**config.mk**
```make
export PLATFORM = sky130hd
export DESIGN_NAME = grp_counter
export DESIGN_NICKNAME = d
export VERILOG_FILES = /design/src/rtl/grp_counter_pkg.sv /design/src/rtl/incr_grp.sv /design/src/rtl/grp_counter.sv
export SDC_FILE = /design/constraint.sdc
export NUM_CORES = 1
export LEC_CHECK = 0
export CORE_MARGIN = 5
export CORE_UTILIZATION = 48
export DETAILED_ROUTE_END_ITERATION = 16
export PLACE_DENSITY = 0.8
export SYNTH_ARGS = -nofsm -noshare
export SYNTH_HDL_FRONTEND = slang
export SYNTH_SLANG_ARGS = --single-unit
```
**constraint.sdc**
```tcl
create_clock -name clk -period 3.1 [get_ports clk]
set_clock_uncertainty 0.2 [all_clocks]
set_input_delay 0.775 -clock clk [delete_from_list [all_inputs] [get_ports clk]]
set_output_delay 0.775 -clock clk [all_outputs]
set_load 0.01 [all_outputs]
```
**src/rtl/grp_counter_pkg.sv**
```systemverilog
// Shared helpers for the grouped-lookahead counter: parameter legality
// and group-count derivation.
package grp_counter_pkg;

    // Width must be a whole, non-zero number of lookahead groups.
    function automatic bit width_ok(input int width, input int group);
        return (group > 0) && (width >= group) && ((width % group) == 0);
    endfunction

    // Number of lookahead groups in a counter of the given width.
    function automatic int calc_ngrp(input int width, input int group);
        return (group > 0) ? (width / group) : 1;
    endfunction

endpackage

```
**src/rtl/incr_grp.sv**
```systemverilog
// One lookahead group: steps its slice by +/-1 and reports whether the slice
// is all ones or all zeros, which feeds the group-level carry/borrow chain.
module incr_grp #(
    parameter int G = 4
) (
    input  logic [G-1:0] in,
    input  logic         dn,
    output logic [G-1:0] out,
    output logic         all1,
    output logic         all0
);

    // Local step plus the two terminal-value detectors.
    always_comb begin
        out  = dn ? (in - G'(1)) : (in + G'(1));
        all1 = &in;
        all0 = ~|in;
    end

endmodule

```
**src/rtl/grp_counter.sv**
```systemverilog
// WIDTH-bit up/down counter built from GROUP-bit slices. A group steps only
// when every lower group is at its terminal value, so the carry path is one
// AND per group rather than a bit-level ripple.
module grp_counter
    import grp_counter_pkg::*;
#(
    parameter int               WIDTH   = 16,
    parameter int               GROUP   = 4,
    parameter bit               SAT     = 1'b0,
    parameter logic [WIDTH-1:0] RST_VAL = '0
) (
    input  logic             clk,
    input  logic             rst_n,
    input  logic             clr,
    input  logic             load,
    input  logic [WIDTH-1:0] load_val,
    input  logic             en,
    input  logic             dn,
    input  logic             ovf_clr,
    output logic [WIDTH-1:0] count,
    output logic             wrap,
    output logic             ovf,
    output logic             at_lim
);

    localparam int NGRP = calc_ngrp(WIDTH, GROUP);

    generate
        if (!width_ok(WIDTH, GROUP)) begin : g_bad_width
            $error("grp_counter: WIDTH (%0d) must be a non-zero multiple of GROUP (%0d)",
                   WIDTH, GROUP);
        end
    endgenerate

    logic [WIDTH-1:0] count_q, count_d;
    logic             wrap_q, wrap_d;
    logic             ovf_q, ovf_d;

    logic [NGRP-1:0]  grp_flag;     // group at its terminal value for this direction
    logic [NGRP:0]    grp_prefix;   // all lower groups terminal => this group steps
    logic [WIDTH-1:0] stepped_val;  // value after a +/-1 step (wraps naturally)
    logic             carry_out;

    genvar gi;
    generate
        for (gi = 0; gi < NGRP; gi++) begin : g_grp
            logic [GROUP-1:0] grp_out;
            logic             grp_all1;
            logic             grp_all0;

            incr_grp #(.G(GROUP)) u_incr (
                .in   (count_q[gi*GROUP +: GROUP]),
                .dn   (dn),
                .out  (grp_out),
                .all1 (grp_all1),
                .all0 (grp_all0)
            );

            assign grp_flag[gi] = dn ? grp_all0 : grp_all1;
            // Groups above the first non-terminal group keep their value.
            assign stepped_val[gi*GROUP +: GROUP] =
                grp_prefix[gi] ? grp_out : count_q[gi*GROUP +: GROUP];
        end
    endgenerate

    // Prefix-AND of group flags; group 0 always steps.
    always_comb begin
        grp_prefix[0] = 1'b1;
        for (int i = 0; i < NGRP; i++) begin
            grp_prefix[i+1] = grp_prefix[i] & grp_flag[i];
        end
    end

    assign carry_out = grp_prefix[NGRP];

    // Next-state: clr > load > en; boundary sets ovf even against ovf_clr.
    always_comb begin
        count_d = count_q;
        wrap_d  = 1'b0;
        ovf_d   = ovf_q;
        if (ovf_clr) begin
            ovf_d = 1'b0;
        end
        if (clr) begin
            count_d = RST_VAL;
        end else if (load) begin
            count_d = load_val;
        end else if (en) begin
            count_d = (SAT && carry_out) ? count_q : stepped_val;
            if (carry_out) begin
                wrap_d = 1'b1;
                ovf_d  = 1'b1;
            end
        end
    end

    // State registers with asynchronous active-low reset.
    always_ff @(posedge clk or negedge rst_n) begin
        if (!rst_n) begin
            count_q <= RST_VAL;
            wrap_q  <= 1'b0;
            ovf_q   <= 1'b0;
        end else begin
            count_q <= count_d;
            wrap_q  <= wrap_d;
            ovf_q   <= ovf_d;
        end
    end

    assign count  = count_q;
    assign wrap   = wrap_q;
    assign ovf    = ovf_q;
    assign at_lim = dn ? (count_q == '0) : (count_q == '1);

endmodule

```
==> flow_summary.rst, run 1 <==
.. list-table::
   :header-rows: 1

   * - Metric
     - Value
   * - Status
     - finished clean
   * - Largest delay contributor family on the critical path
     - buffers and inverters
   * - 1st-pass router iterations
     - 4
   * - Maximum number of buffers from clock root to sink
     - 2
   * - H-tree lvl count
     - 1
   * - Initial Util
     - between 40 and 50%
   * - Placeable Area
     - 0.003003 sq mm
   * - Area post-placement
     - between 0.002 and 0.0025 sq mm
   * - Seq/Total Area, Yosys
     - 30.48%
   * - Share of synthesized registers carrying an async set or reset
     - 100.0%
   * - End-of-flow core utilization
     - 69.79%
   * - Max-cap violations
     - 0
   * - Maximum number of pins on one net before global-route repair
     - 19
   * - Area Growth Syn to Fin
     - 41.83%
   * - Highest fanout seen on the critical path
     - 15
   * - Detailed-placement wirelength estimate
     - 3328 um
   * - Worst relative slew slack
     - a little over two fifths
   * - DIE WIDTH
     - 65.49 um
   * - Number of unique standard cell types used by synthesis
     - between 40 and 50
   * - Worst reg-to-reg setup slack
     - 550 ps
   * - Die height
     - 65.49 um
   * - Sequential Area
     - 450.4 sq um
   * - Cell with the largest stage delay on the worst path
     - sky130_fd_sc_hd__dlygate4sd2_1
   * - YS warnings
     - 0
   * - DIE AREA
     - 0.004288 sq mm
   * - Post-CTS Hold Buffers
     - 0
   * - Area of combinational cells with multiple inputs
     - slightly below 0.001 sq mm
   * - Number of DRC markers after the initial detailed-route iteration
     - just under 50
   * - Number of buffers inserted by post-CTS setup repair
     - 0
   * - Critical path buffer and inverter count
     - 4
   * - Number of port buffers
     - between 40 and 50
   * - Post-Layout Inst Area
     - 0.002096 sq mm
   * - Final Slew Violations
     - 0
   * - Achievable Freq
     - 343.5 MHz
   * - TritonCTS clock tree
     - yes
   * - Worst-case reg-to-reg path depth
     - 5
   * - Number of buffers created by CTS
     - 3
   * - Num rows
     - 20
   * - Period minus WS final
     - around 2900 ps
   * - Class of the worst hold path
     - flip-flop to flip-flop
   * - DRC Markers
     - 0
   * - Required @ worst endpoint
     - 2120 ps
   * - Via count of the first global-routing pass
     - 1,575
   * - Critical path endpoint category
     - output port
   * - Post-Synthesis Mean Instance Area
     - 8.956 sq um
   * - Routed via count
     - 1,559
   * - CP Data Arrival Time
     - a little under 2000 ps
   * - Clock input transition at the sequential cells of the worst setup and hold paths
     - 110 ps
   * - GRT Total Usage
     - 21.43%
   * - Sum Neg Setup Slack
     - 0 ps
   * - Worst setup path category
     - input pin to output port
   * - Final wirelength
     - around 4300 um
   * - Gpl congestion
     - between 0.8 and 0.9
   * - Wirelength per Cell
     - 16.95 um
   * - I/O pins
     - 42
   * - Commonest cells after routing, fill and taps aside
     - sky130_fd_sc_hd__clkdlybuf4s50_1, sky130_fd_sc_hd__buf_4, sky130_fd_sc_hd__nor2_1, sky130_fd_sc_hd__dfrtp_1, sky130_fd_sc_hd__inv_1
   * - Crit share post-route
     - 93.90%
   * - Num Clock Sinks
     - 18
   * - Longest individual stage delay on the worst path
     - 250 ps
   * - Root Buffer
     - sky130_fd_sc_hd__clkbuf_4
   * - Post-synthesis instance area
     - between 0.001 and 0.0015 sq mm
   * - Hold worst-path end
     - ovf$_DFF_PN0_
   * - Worst vdd ir
     - 0.0001628 V
   * - Clock latency reported for the late side of the worst-skew pair
     - 300 ps
   * - DRT antenna net count
     - 0
   * - Wire length of the first global-routing pass
     - ~7100 um
   * - RSZ-0062 raised after global routing
     - no
   * - Kind of launch point of the worst setup path
     - input pin
   * - Per-cell via count in the routed design
     - 6.090
   * - Transition at the pin with the smallest max-transition slack
     - 860.9 ps
   * - Proportion of layout cells with a drive suffix above 1
     - 13.90%
   * - Cell-by-cell trace of the critical path
     - dlygate4sd2_1 -> buf_4 -> inv_1 -> and4_1 -> nand4_1 -> o41ai_4 -> buf_2
   * - Leading cell type in the layout, fill and taps excluded
     - sky130_fd_sc_hd__clkdlybuf4s50_1
   * - Min-delay src
     - ovf$_DFF_PN0_
   * - Number of flops mapped to enable cells by yosys
     - 0
   * - Layout filler cell count
     - 250
   * - Hold path depth
     - 2
   * - Initial antenna violation count
     - 0
   * - Total global routing overflow
     - 0
   * - Syn_nets
     - 200
   * - Number of failing hold endpoints at the final stage
     - 0
   * - Leakage power summed over all cells
     - 0.9120 nW
   * - End of the worst register-to-register path
     - count[11]$_DFFE_PN0P_
   * - Setup Viol. Count Final
     - 0
   * - R2R Path Start
     - count[7]$_DFFE_PN0P_
   * - Cell count after synthesis
     - 165
   * - Post-cts resize count
     - 8
   * - PwrDens
     - approximately 310 mW/mm^2
   * - Register bit count reported by yosys
     - 18
   * - Dominant synthesized flop cell
     - sky130_fd_sc_hd__dfrtp_1
   * - Total power
     - ~0.65 mW
   * - Fin Hold WS
     - 304.2 ps
   * - # diodes
     - 0
   * - Final #Nets
     - 260
==> report_power, final <==
group	leakage [nW]	internal, mW	total [mW]	switching, mW
Combinational	0.662	0.134	0.259	0.125
Clock	0.0138	0.0453	0.122	0.0762
Sequential	0.236	0.250	0.265	0.0151
Total	0.912	0.430	0.646	0.216
==> synthesized netlist by cell type (5+ instances only) <==
master / number / area share [%]
sky130_fd_sc_hd__a211oi_1: 5 / 2.5
sky130_fd_sc_hd__a21o_1: 5 / 2.5
sky130_fd_sc_hd__a21oi_1: 6 / 2.0
sky130_fd_sc_hd__a311oi_1: 6 / 3.6
sky130_fd_sc_hd__dfrtp_1: 18 / 30
sky130_fd_sc_hd__ha_1: 8 / 6.8
sky130_fd_sc_hd__inv_1: 10 / 2.5
sky130_fd_sc_hd__nand2_1: 9 / 2.3
sky130_fd_sc_hd__nand3_1: 6 / 2.0
sky130_fd_sc_hd__nand4_1: 5 / 2.1
sky130_fd_sc_hd__nor2_1: 18 / 4.6
sky130_fd_sc_hd__nor4_1: 6 / 2.5
sky130_fd_sc_hd__o21ai_0: 7 / 2.4
sky130_fd_sc_hd__xnor2_1: 5 / 3.0
==> worst max-delay path by stage <==
stage,end,cells after the start,slack [ps],start
2_1_floorplan,at_lim,2,250,dn
3_3_place_gp,at_lim,4,-700,dn
3_5_place_dp,at_lim,4,-820,dn
4_1_cts,at_lim,7,190,dn
5_1_grt,at_lim,7,100,dn
6_report,at_lim,7,190,dn
==> kinds of logic after synthesis <==
group / count (synthesis) / share of synthesized area (%)
simple gates: 63 / 22.86
compound gates: 45 / 23.03
flops: 18 / 30.48
buf+inv: 16 / 4.065
fa+ha+maj: 12 / 12.19
xor+xnor: 6 / 3.556
mux: 5 / 3.810
==> metrics by stage <==
step / setup WS [ps] / cells
floorplan: 245.2 / 165
global placement: -702.9 / 253
detailed placement: -819.3 / 253
CTS: 187.3 / 256
global route: 95.47 / 256
finish: 189.0 / 256
==> state kept, by name, indices dropped and copies added, names as in the netlist <==
register / count
count: 16
ovf: 1
wrap: 1
==> cell type report <==
class / count / area share, %
Multi-Input combinational cell: 131 / 47.22
Timing Repair Buffer: 61 / 26.45
Sequential cell: 18 / 21.49
Tap cell: 33 / 1.970
Inverter: 10 / 1.791
Clock buffer: 3 / 1.075
==> worst reg2reg max path, cell delays in order (launching register included) <==
cell and delay [ps]:
sky130_fd_sc_hd__dfrtp_1 420, sky130_fd_sc_hd__buf_4 170, sky130_fd_sc_hd__or4_4 530, sky130_fd_sc_hd__mux2_4 320, sky130_fd_sc_hd__o41a_1 410, sky130_fd_sc_hd__a2111oi_1 370
==> layer usage <==
layer	wire (um)	vias to the layer above	GRT usage (%)	part of all wire, %
li1	-	753	-	-
met1	1840	751	26.05	42
met2	2213	43	37.29	51
met5	0	-	0	0
met4	109	0	9.326	2.5
met3	174	12	3.248	4.0
(Power assumes the default switching activity.)
==> inputs of run 2 (changes only) <==
--- a/config.mk
+++ b/config.mk
@@ -5,10 +5,13 @@
 export SDC_FILE = /design/constraint.sdc
 export NUM_CORES = 1
 export LEC_CHECK = 0
+export CELL_PAD_IN_SITES_DETAIL_PLACEMENT = 0
+export CELL_PAD_IN_SITES_GLOBAL_PLACEMENT = 1
 export CORE_MARGIN = 5
-export CORE_UTILIZATION = 48
+export CORE_UTILIZATION = 35
+export CTS_CLUSTER_SIZE = 10
 export DETAILED_ROUTE_END_ITERATION = 16
-export PLACE_DENSITY = 0.8
+export PLACE_DENSITY_LB_ADDON = 0.1
 export SYNTH_ARGS = -nofsm -noshare
 export SYNTH_HDL_FRONTEND = slang
 export SYNTH_SLANG_ARGS = --single-unit
==> run 2 against run 1 <==
Combinational power grew 2%. Highest routed layer unchanged. Largest power group is now combinational cells. Largest cell class unchanged. Critical path depth down 3. Flip-flop and latch count unchanged.
==> flow_summary.rst, run 2 (same netlist as run 1, synthesis figures left out) <==
.. list-table::
   :header-rows: 1

   * - Metric
     - Value
   * - Area Growth Syn to Fin
     - 46.82%
   * - RSZ-0062 raised after global routing
     - no
   * - Class of the worst hold path
     - flip-flop to flip-flop
   * - Number of buffers created by CTS
     - 3
   * - Number of buffers inserted by post-CTS setup repair
     - 0
   * - Max-cap violations
     - 0
   * - I/O pins
     - 42
   * - Maximum number of buffers from clock root to sink
     - 2
   * - Final Instance Count excl. Fillers
     - ~280
   * - Number of DRC markers after the initial detailed-route iteration
     - 73
   * - Final Worst Setup Slack
     - 147.6 ps
   * - Clock input transition at the sequential cells of the worst setup and hold paths
     - 70 ps
   * - Detailed-placement wirelength estimate
     - 3514 um
   * - DRC Markers
     - 0
   * - Root Buffer
     - sky130_fd_sc_hd__clkbuf_8
   * - Gpl congestion
     - around 0.77
   * - Sequential Area
     - 450.4 sq um
   * - Initial antenna violation count
     - 0
   * - 1st-pass router iterations
     - 4
   * - Maximum number of pins on one net before global-route repair
     - 19
   * - Achievable Freq
     - 338.7 MHz
   * - PwrDens
     - 323.3 mW/mm^2
   * - Post-CTS Hold Buffers
     - 0
   * - GRT Total Usage
     - between 10% and 20%
   * - Num Clock Sinks
     - 18
   * - Cell Count Post-Placement
     - ~280
   * - Number of port buffers
     - between 40 and 50
   * - Leading cell type in the layout, fill and taps excluded
     - sky130_fd_sc_hd__clkdlybuf4s50_1
   * - Final Slew Violations
     - 0
   * - Via count of the first global-routing pass
     - approximately 1,500
   * - Proportion of layout cells with a drive suffix above 1
     - 16.16%
   * - Routed via count
     - approximately 1,600
   * - Area of combinational cells with multiple inputs
     - 978.4 sq um
   * - Crit share post-route
     - 95.24%
   * - Wirelength per Cell
     - 15.98 um
   * - Total global routing overflow
     - 0
   * - Worst setup path category
     - input pin to output port
   * - Status
     - finished clean
   * - Setup slack at placement
     - -721.1 ps
   * - Worst vdd ir
     - 0.0001618 V
   * - Num rows
     - 23
   * - Final wirelength
     - 4458 um
   * - TritonCTS clock tree
     - yes
   * - Clock latency reported for the late side of the worst-skew pair
     - roughly 260 ps
   * - Fin Hold WS
     - 290.4 ps
   * - Number of flip-flops under the largest register name
     - 16
   * - Required @ worst endpoint
     - approximately 2100 ps
   * - Number of failing hold endpoints at the final stage
     - 0
   * - Final #Nets
     - 266
   * - Transition at the pin with the smallest max-transition slack
     - 719.5 ps
   * - Leakage power summed over all cells
     - about 0.93 nW
   * - Period minus WS final
     - a little under 3000 ps
   * - H-tree lvl count
     - 1
   * - CP Data Arrival Time
     - 1980 ps
   * - Worst reg-to-reg setup slack
     - 640 ps
   * - Per-cell via count in the routed design
     - 5.556
   * - DIE AREA
     - between 0.005 and 0.006 sq mm
   * - Initial Util
     - 36.42%
   * - Kind of launch point of the worst setup path
     - input pin
   * - Setup Viol. Count Final
     - 0
   * - Layout filler cell count
     - 391
   * - Worst relative slew slack
     - 52.03%
   * - DRT antenna net count
     - 0
   * - Post-cts resize count
     - 7
   * - Placeable Area
     - 0.004058 sq mm
   * - # diodes
     - 0
   * - Post-Layout Inst Area
     - 0.002170 sq mm
   * - Commonest cells after routing, fill and taps aside
     - sky130_fd_sc_hd__clkdlybuf4s50_1, sky130_fd_sc_hd__buf_4, sky130_fd_sc_hd__nor2_1, sky130_fd_sc_hd__dfrtp_1, sky130_fd_sc_hd__inv_1
   * - DIE WIDTH
     - 74.98 um
   * - Critical path endpoint category
     - output port
   * - Highest fanout seen on the critical path
     - 2
   * - Die height
     - 74.98 um
   * - Wire length of the first global-routing pass
     - 7258 um
   * - Area post-placement
     - about 0.0021 sq mm
[run 2: cell types whose count changed in the layout (fill, tap and decap cells not counted), sizes merged]
cell	delta
buf	+6
[run 2: metal layers]
metal | track usage (%) | vias to the layer above | part of all wire, %
met3 | 4.005 | 4 | 5.7
met4 | 4.545 | 0 | 0.61
met5 | 0 | - | 0
met2 | 27.66 | 35 | 48
li1 | - | 768 | -
met1 | 22.68 | 743 | 45
[run 2: final cells by class]
| type | count | area share, % |
|---|---|---|
| multi-input cells | 131 | 45.10 |
| repair buffers | 67 | 27.62 |
| well taps | 50 | 2.884 |
| clock buffers | 3 | 1.903 |
| flip-flops and latches | 18 | 20.76 |
| inverters | 10 | 1.730 |
[run 2: final timing paths]
| check | start | to | depth (start not counted) |
|---|---|---|---|
| min in group asynchronous | rst_n | ovf$_DFF_PN0_ | 2 |
| worst min-delay path | ovf$_DFF_PN0_ | ovf$_DFF_PN0_ | 2 |
| worst min register to register | ovf$_DFF_PN0_ | ovf$_DFF_PN0_ | 2 |
| worst max-delay path | dn | at_lim | 4 |
| max in group asynchronous | rst_n | count[6]$_DFFE_PN0P_ | 2 |
| worst max register to register | count[3]$_DFFE_PN0P_ | count[11]$_DFFE_PN0P_ | 5 |
[run 2: critical path: stages]
cell                            delay (ps)
sky130_fd_sc_hd__dlygate4sd2_1         220
sky130_fd_sc_hd__or4b_4                470
sky130_fd_sc_hd__o41ai_2               330
sky130_fd_sc_hd__buf_2                 180
[run 2: report_power, final]
| group | total, mW | switching [mW] | internal, mW |
|---|---|---|---|
| combinational | 0.264 | 0.125 | 0.140 |
| sequential | 0.263 | 0.0130 | 0.250 |
| clock | 0.174 | 0.0877 | 0.0867 |
[run 2: per-stage QoR]
step	total power [mW]	TNS [ps]	util [%]
final	0.7014	0	53.47
after global routing	0.7471	0	53.47
after CTS	0.7114	0	53.47
after detailed placement	0.5318	-972.3	52.33
after global placement	0.5250	-744.5	52.33
after floorplan	0.3968	0	-
==> inputs of run 3 (changes only) <==
--- a/config.mk
+++ b/config.mk
@@ -11,7 +11,9 @@
 export CORE_UTILIZATION = 35
 export CTS_CLUSTER_SIZE = 10
 export DETAILED_ROUTE_END_ITERATION = 16
+export HOLD_SLACK_MARGIN = 0.15
 export PLACE_DENSITY_LB_ADDON = 0.1
+export RECOVER_POWER = 50
 export SYNTH_ARGS = -nofsm -noshare
 export SYNTH_HDL_FRONTEND = slang
 export SYNTH_SLANG_ARGS = --single-unit
==> run 3 against run 2 <==
Clock power hardly changed. Utilization fell by 0.092 points. Total power is 0.36% lower. First-iteration DRC count grew 5.5%. Sequential power barely moved.
==> flow_summary.rst, run 3 (same netlist as run 1, synthesis figures left out) <==
.. list-table::
   :header-rows: 1

   * - Metric
     - Value
   * - TritonCTS clock tree
     - yes
   * - Critical path endpoint category
     - output port
   * - 1st-pass router iterations
     - 4
   * - Wirelength per Cell
     - 16.00 um
   * - Die height
     - between 70 and 80 um
   * - Maximum number of pins on one net before global-route repair
     - 19
   * - Longest individual stage delay on the worst path
     - between 400 and 500 ps
   * - Worst path depth
     - 4
   * - DRC Markers
     - 0
   * - Fin Hold WS
     - about 280 ps
   * - Initial antenna violation count
     - 0
   * - Launching instance or port of the critical path
     - dn
   * - Hold path depth
     - 2
   * - Via count of the first global-routing pass
     - between 1,500 and 2,000
   * - Commonest cells after routing, fill and taps aside
     - sky130_fd_sc_hd__clkdlybuf4s50_1, sky130_fd_sc_hd__buf_4, sky130_fd_sc_hd__nor2_1, sky130_fd_sc_hd__dfrtp_1, sky130_fd_sc_hd__inv_1
   * - Post-CTS Hold Buffers
     - 0
   * - Leakage power summed over all cells
     - 0.9468 nW
   * - Largest delay contributor family on the critical path
     - simple AND/OR/NAND/NOR gates
   * - RSZ-0062 raised after global routing
     - no
   * - Worst relative slew slack
     - 25.11%
   * - Num Clock Sinks
     - 18
   * - Gpl congestion
     - 0.7740
   * - Cell-by-cell trace of the critical path
     - dlygate4sd2_1 -> or4b_4 -> o41ai_2 -> buf_2
   * - Number of port buffers
     - 41
   * - H-tree lvl count
     - 1
   * - GRT Total Usage
     - 17.02%
   * - I/O pins
     - 42
   * - Maximum number of buffers from clock root to sink
     - 2
   * - Final #Nets
     - 266
   * - Total power
     - 0.6989 mW
   * - Num rows
     - 23
   * - Cell with the largest stage delay on the worst path
     - sky130_fd_sc_hd__or4b_4
   * - CP Data Arrival Time
     - 1980 ps
   * - Area Growth Syn to Fin
     - 46.57%
   * - Kind of launch point of the worst setup path
     - input pin
   * - Status
     - finished clean
   * - Worst-case reg-to-reg path depth
     - 5
   * - Max-cap violations
     - 0
   * - Class of the worst hold path
     - flip-flop to flip-flop
   * - Highest fanout seen on the critical path
     - 2
   * - Wire length of the first global-routing pass
     - 7258 um
   * - Total global routing overflow
     - 0
   * - Number of failing hold endpoints at the final stage
     - 0
   * - Transition at the pin with the smallest max-transition slack
     - 1123 ps
   * - Number of flip-flops under the largest register name
     - 16
   * - Required @ worst endpoint
     - between 2000 and 2500 ps
   * - Worst setup path category
     - input pin to output port
   * - Clock input transition at the sequential cells of the worst setup and hold paths
     - 70 ps
   * - DIE AREA
     - 0.005621 sq mm
   * - Min-delay src
     - ovf$_DFF_PN0_
   * - PwrDens
     - 322.7 mW/mm^2
   * - Critical path buffer and inverter count
     - 2
   * - DIE WIDTH
     - 74.98 um
   * - DRT antenna net count
     - 0
   * - Final wirelength
     - around 4500 um
   * - Number of DRC markers after the initial detailed-route iteration
     - a little under 80
   * - Number of buffers created by CTS
     - 3
   * - Routed via count
     - 1,553
   * - Detailed-placement wirelength estimate
     - ~3500 um
   * - Crit share post-route
     - 95.34%
   * - R2R Path Start
     - count[3]$_DFFE_PN0P_
   * - Initial Util
     - a little over a third
   * - Setup Viol. Count Final
     - 0
   * - Placeable Area
     - slightly above 0.004 sq mm
   * - Leading cell type in the layout, fill and taps excluded
     - sky130_fd_sc_hd__clkdlybuf4s50_1
   * - Clock latency reported for the late side of the worst-skew pair
     - 260 ps
   * - Per-cell via count in the routed design
     - 5.566
   * - # diodes
     - 0
   * - Proportion of layout cells with a drive suffix above 1
     - 15.72%
   * - Root Buffer
     - sky130_fd_sc_hd__clkbuf_8
   * - Number of buffers inserted by post-CTS setup repair
     - 0
   * - Achievable Freq
     - 338.4 MHz
   * - Period minus WS final
     - 2956 ps
   * - Final Slew Violations
     - 0
   * - Layout filler cell count
     - 393
   * - Worst vdd ir
     - 0.0001608 V
[run 3: cell count changes in the layout (fill, tap and decap cells not counted), sizes merged]
cell           before  now
buf                27   26
clkbuf              3    4
clkdlybuf4s50      39   30
dlygate4sd3         0    9
[run 3: power breakdown]
part	switching, mW	total [mW]	internal [mW]
logic	0.125	0.261	0.136
registers	0.0129	0.263	0.250
clock network	0.0881	0.175	0.0867
total	0.226	0.699	0.473
[run 3: area by class of cell]
cell class	count	area, sq um	area share [%]
repair buffers	67	595.6	27.50
inverters	10	37.54	1.733
well taps	50	62.56	2.889
multi-input cells	131	978.4	45.18
clock buffers	3	41.29	1.906
flip-flops and latches	18	450.4	20.80
[run 3: final timing paths]
kind                                    endpoint  slack, ps
min reg2reg                        ovf$_DFF_PN0_        280
min in group asynchronous  count[15]$_DFFE_PN0P_       1050
min                                ovf$_DFF_PN0_        280
max                                       at_lim        140
max in group asynchronous   count[6]$_DFFE_PN0P_        990
max reg2reg                count[11]$_DFFE_PN0P_        640
[run 3: what timing repair did]
item	4_1_cts	5_1_grt
setup endpoints to repair	1	0
gates resized for setup	7	0
endpoints found under the hold margin	0	0
[run 3: worst register-to-register path: stages (launching register included)]
cell and delay (ps):
sky130_fd_sc_hd__dfrtp_1 380, sky130_fd_sc_hd__buf_4 150, sky130_fd_sc_hd__nor4_1 440, sky130_fd_sc_hd__a22oi_1 350, sky130_fd_sc_hd__o41a_1 500, sky130_fd_sc_hd__a2111oi_1 320
[run 3: through the flow]
step / setup TNS (ps) / instances / area, sq um / setup slack, ps / utilization (%)
global placement: -744.5 / 276 / 2123 / -658.3 / 52.33
global route: 0 / 279 / 2166 / 80.74 / 53.38
floorplan: 0 / 165 / 1478 / 245.2 / -
detailed placement: -972.3 / 276 / 2123 / -721.1 / 52.33
CTS: 0 / 279 / 2170 / 133.5 / 53.47
finish: 0 / 279 / 2166 / 144.5 / 53.38
[run 3: routing by layer]
layer	routed length, um	GRT usage [%]	up-vias
li1	-	-	766
met1	1985	22.68	739
met2	2149	27.66	44
met3	297	4.005	4
met4	33	4.545	0
met5	0	0	-
